File: config.mk
export PLATFORM = sky130hd
export DESIGN_NAME = im_fetch_ctrl
export DESIGN_NICKNAME = d
export VERILOG_FILES = /design/src/rtl/im_fetch_ctrl.sv
export SDC_FILE = /design/constraint.sdc
export NUM_CORES = 1
export LEC_CHECK = 0
export ABC_AREA = 1
export CORE_UTILIZATION = 30
export DETAILED_ROUTE_END_ITERATION = 8
export GPL_TIMING_DRIVEN = 0
export SETUP_SLACK_MARGIN = 0.05
export SLEW_MARGIN = 20
export SYNTH_ARGS = -nofsm -noshare
export SYNTH_HDL_FRONTEND = slang
export SYNTH_SLANG_ARGS = --single-unit
File: constraint.sdc
create_clock -name clk -period 6.12 [get_ports clk]
set_clock_uncertainty 0.15 [all_clocks]
set_input_delay 1.53 -clock clk [delete_from_list [all_inputs] [get_ports clk]]
set_output_delay 1.53 -clock clk [all_outputs]
set_load 0.03 [all_outputs]
File: src/rtl/im_fetch_ctrl.sv
// im_fetch_ctrl: sequencer/arbiter in front of a byte-wide instruction memory.
// Word fetches become four consecutive byte reads assembled big-endian; a byte
// loader shares the single memory port under round-robin arbitration; bad
// fetch addresses are answered with an error response without touching memory.
module im_fetch_ctrl #(
  parameter int MEM_SIZE = 128,
  localparam int AW = $clog2(MEM_SIZE)
) (
  input  logic          clk,
  input  logic          rst,
  input  logic          req_valid,
  input  logic [31:0]   req_addr,
  output logic          req_ready,
  output logic          resp_valid,
  output logic [31:0]   resp_instr,
  output logic          resp_err,
  input  logic          resp_ready,
  input  logic          ld_valid,
  input  logic [AW-1:0] ld_addr,
  input  logic [7:0]    ld_data,
  output logic          ld_ready,
  output logic          mem_rd_en,
  output logic          mem_wr_en,
  output logic [AW-1:0] mem_addr,
  output logic [7:0]    mem_wdata,
  input  logic [7:0]    mem_rdata
);

  typedef enum logic [1:0] {IDLE, READ, DRAIN, RESP} state_e;

  state_e        state_q, state_d;
  logic [1:0]    cnt_q, cnt_d;
  logic [AW-1:0] base_q, base_d;
  logic          lastGrantFetch_q, lastGrantFetch_d;
  logic [31:0]   resp_instr_q;
  logic          resp_err_q;
  logic          grantFetch;
  logic          grantLoad;
  logic          reqErr;

  // Misaligned or past the last full word; the whole 32-bit address is compared
  // so high garbage bits cannot alias back into the array.
  assign reqErr = (req_addr[1:0] != 2'b00) || (req_addr > 32'(MEM_SIZE - 4));

  assign resp_valid = (state_q == RESP);
  assign resp_instr = resp_instr_q;
  assign resp_err   = resp_err_q;
  assign mem_wdata  = ld_data;

  // State, byte counter, latched base address and round-robin history.
  always_ff @(posedge clk) begin
    if (rst) begin
      state_q          <= IDLE;
      cnt_q            <= 2'd0;
      base_q           <= '0;
      lastGrantFetch_q <= 1'b0;
    end else begin
      state_q          <= state_d;
      cnt_q            <= cnt_d;
      base_q           <= base_d;
      lastGrantFetch_q <= lastGrantFetch_d;
    end
  end

  // Arbitration in IDLE, read sequencing, and memory strobes; the loader only
  // ever wins while idle, so it can never cut into a fetch in flight.
  always_comb begin
    state_d          = state_q;
    cnt_d            = cnt_q;
    base_d           = base_q;
    lastGrantFetch_d = lastGrantFetch_q;
    grantFetch       = 1'b0;
    grantLoad        = 1'b0;
    req_ready        = 1'b0;
    ld_ready         = 1'b0;
    mem_rd_en        = 1'b0;
    mem_wr_en        = 1'b0;
    mem_addr         = '0;
    case (state_q)
      IDLE: begin
        grantFetch = req_valid && (!ld_valid || !lastGrantFetch_q);
        grantLoad  = ld_valid && !grantFetch;
        if (grantLoad) begin
          ld_ready         = 1'b1;
          mem_wr_en        = 1'b1;
          mem_addr         = ld_addr;
          lastGrantFetch_d = 1'b0;
        end
        if (grantFetch) begin
          req_ready        = 1'b1;
          lastGrantFetch_d = 1'b1;
          if (reqErr) begin
            state_d = RESP;
          end else begin
            state_d = READ;
            cnt_d   = 2'd0;
            base_d  = req_addr[AW-1:0];
          end
        end
      end
      READ: begin
        mem_rd_en = 1'b1;
        mem_addr  = base_q + AW'(cnt_q);
        cnt_d     = cnt_q + 2'd1;
        if (cnt_q == 2'd3) begin
          state_d = DRAIN;
        end
      end
      DRAIN: begin
        state_d = RESP;
      end
      RESP: begin
        if (resp_ready) begin
          state_d = IDLE;
        end
      end
      default: begin
        state_d = IDLE;
      end
    endcase
  end

  // Response register: cleared on accept, then each byte lands one cycle after
  // its read was issued, most significant byte first.
  always_ff @(posedge clk) begin
    if (rst) begin
      resp_instr_q <= '0;
      resp_err_q   <= 1'b0;
    end else if (grantFetch) begin
      resp_instr_q <= '0;
      resp_err_q   <= reqErr;
    end else if (state_q == READ) begin
      case (cnt_q)
        2'd1:    resp_instr_q[31:24] <= mem_rdata;
        2'd2:    resp_instr_q[23:16] <= mem_rdata;
        2'd3:    resp_instr_q[15:8]  <= mem_rdata;
        default: ;
      endcase
    end else if (state_q == DRAIN) begin
      resp_instr_q[7:0] <= mem_rdata;
    end
  end

endmodule

==> flow_summary.yaml <==
critical_path:
  crit_top_cell: "clkdlybuf4s50_1"
  reg2reg_depth: 9
  criticalPathCategory: "in2out"
  cp_data_required_time_ns: 4.44
  setup.worst_path.end_class: "output port"
  start_kind: "input port"
  worst-r2r-setup-slack_ns: 4.43
  slowest_stage: "clkdlybuf4s50_1"
  slowest_delay_ns: 0.70
  worstPathArrival_ns: 3.43
  worstPathMaxFanout: 9
  path_cells: "clkdlybuf4s50_1 -> inv_2 -> o21ai_4 -> nand3_1 -> clkinv_1 -> nand2_1 -> o21ai_0 -> clkdlybuf4s50_1"
sta:
  hold_slack_ns: 0.289
  clock.fmax_ghz: 0.196
  fin_ws_ns: 1.01
  final.min_clock_period_ns: 5.11
  setup_viol: 0
  slew_headroom_pct: 67.9
  hold_viol: 0
  period_share_pct: 83.5
  rsz0062_at_grt: "false"
  drv_slew: 0
  tns_ns: 0
  worstMarginPinSlew_ns: 0.482
yosys:
  ys.warnings.count: 0
  syn_area_um2: 2410
  yosysTopAreaCell: "dfxtp_1"
  ys_async_sr_fraction_pct: 0
  synth_cell_types: 29
  synth_ff_type: "dfxtp_1"
  synth_edf_count: 0
  post_synth.cell_area_avg_um2: 7.48
  ys_seq_area_share_pct: 37.4
  synth-seq-cells: 45
  syn-num-nets: 392
  synthCells: 322
  netlist.area_leader.share_pct: 37.4
  synth.area.top_cells: "dfxtp_1 (37%), nand2_1 (12%), a21oi_2 (11%)"
pwr:
  ir_drop_mv: 0.119
  switching_share_pct: 42.2
  seqPwrFrac_pct: 34.2
  power_frac_comb_pct: 47.2
  power_density_nw_per_um2: 273
  p_switching_uw: 423
  p_leak_nw: 1.40
  power_frac_clock_pct: 18.6
  intPower_uw: 579
floorplan:
  ioPinCount: 113
  die_area_um2: 8390
  fp.dieW_um: 91.6
  fp.coreArea_um2: 7730
  die_h_um: 91.6
  rows: 32
  initial_utilization_pct: 31.2
outcome:
  status: "finished, final reports clean"
placed_design:
  finalWeightedCongestion: 0.769
  numPortBuffers: 104
  dpl_worst_slack_ns: 1.01
  dpl.hpwl_mm: 5.02
  place_area_um2: 3580
clock_tree:
  clk_pin_slew_ns: 0.08
  tritoncts: "yes"
  numCtsBuffers: 5
  numClockSinks: 45
  cts_root_buffer: "clkbuf_8"
  ctsHoldBuffers: 0
  htree_levels: 2
  clk_latency_ns: 0.30
  cts_resized: 0
  cts.path.max_buffers: 2
  cts_setup_buffers: 0
detailed_routing:
  drt-total-wl_mm: 6.36
  routedWlPerCell_um: 11.9
  drc: 0
  vias: 2376
  dr.first_iter.drc_count: 41
  route.antenna.remaining_nets: 0
  via_per_inst: 4.43
  dr.pass1.iters: 4
worst_hold_path:
  hp-class: "reg2reg"
  hold_depth: 2
cells_and_area:
  area_growth_pct: 52.3
  drive_above_1_share_pct: 15.0
  fin_nets: 503
  register_area_um2: 901
  design_area_um2: 3670
  n_antenna_cell: 0
  fillCellCount: 777
  multi_input_area_um2: 1200
  final_core_util_pct: 47.4
global_routing:
  grt_pass1_vias: 2365
  antenna_found_initial: 0
  track_usage_pct: 15.7
  grt.overflow.total: 0
  grt_start_max_net_pins: 16
  grt_pass1_wl_mm: 10.5
job:
  cap_violations: 0
## through the flow
step | instances | power [mW]
after floorplan | 322 | 0.657
after global placement | 528 | 0.819
after detailed placement | 528 | 0.826
after CTS | 536 | 1.01
after global routing | 536 | 1.07
final | 536 | 1.00
## cells in the final DEF, fill, tap and decap left out, types with 4 or more instances in the layout
cell / n
inv_1: 39
nor2_1: 23
clkdlybuf4s50_1: 104
a21oi_1: 14
ha_1: 9
clkbuf_8: 5
nand3_1: 30
nand2_1: 77
o21ai_1: 5
dfxtp_1: 45
inv_2: 4
a21oi_2: 30
buf_4: 9
o21ai_0: 9
## area by class of cell
cell class	count	share of cell area (%)
Tap cell	102	3.48
Multi-Input combinational cell	212	32.7
Timing Repair Buffer	104	28.4
Clock inverter	3	0.580
Inverter	45	4.68
Sequential cell	45	24.6
Clock buffer	5	1.88
Buffer	20	3.69
## layer usage
layer  share of wire (%)  wire length, um  up-vias  track usage [%]
li1                    -                -     1235                -
met3                 9.1              580        8             5.78
met2                  42             2700       94             25.3
met4                 1.5               95        0             5.42
met1                  47             2980     1039             19.2
met5                   0                0        -                0
## synth_stat cells (2+ instances only)
cell,count
nand2_1,77
dfxtp_1,45
inv_1,39
a21oi_2,30
nand3_1,30
nor2_1,23
a21oi_1,14
buf_4,9
ha_1,9
o21ai_0,9
o21ai_1,5
inv_2,4
buf_2,3
buf_6,3
clkbuf_1,3
nor2_2,3
a22o_1,2
buf_1,2
xor2_1,2
## critical path: cells and delay by family
kind            cells  cell delay, ns
compound gates      2            0.28
buf+inv             4            1.44
simple gates        2            0.16
## sequential cells by signal, indices dropped and copies added (netlist names)
register	count
lastGrantFetch_q	1
resp_instr	32
base_q	7
cnt_q	2
state_q	2
resp_err	1
## power by group through the flow
stage	clock network, mW	logic, mW	registers, mW
floorplan	0	0.285	0.372
global placement	0	0.471	0.349
detailed placement	0	0.476	0.350
CTS	0.193	0.479	0.343
global route	0.203	0.522	0.347
finish	0.186	0.473	0.343
## final timing paths
path	from	endpoint
max	ld_valid	mem_addr[3]
min	base_q[0]	base_q[0]
min reg2reg	base_q[0]	base_q[0]
max reg2reg	state_q[1]	state_q[1]
## logic make-up after synthesis
logic type	synth area share, %
buffers and inverters	12.7
AO/OA/AOI/OAI	18.4
flip-flops	37.4
adder cells (fa/ha/maj)	5.51
AND/OR/NAND/NOR	24.8
XOR/XNOR	1.09
(Power assumes the default switching activity.)
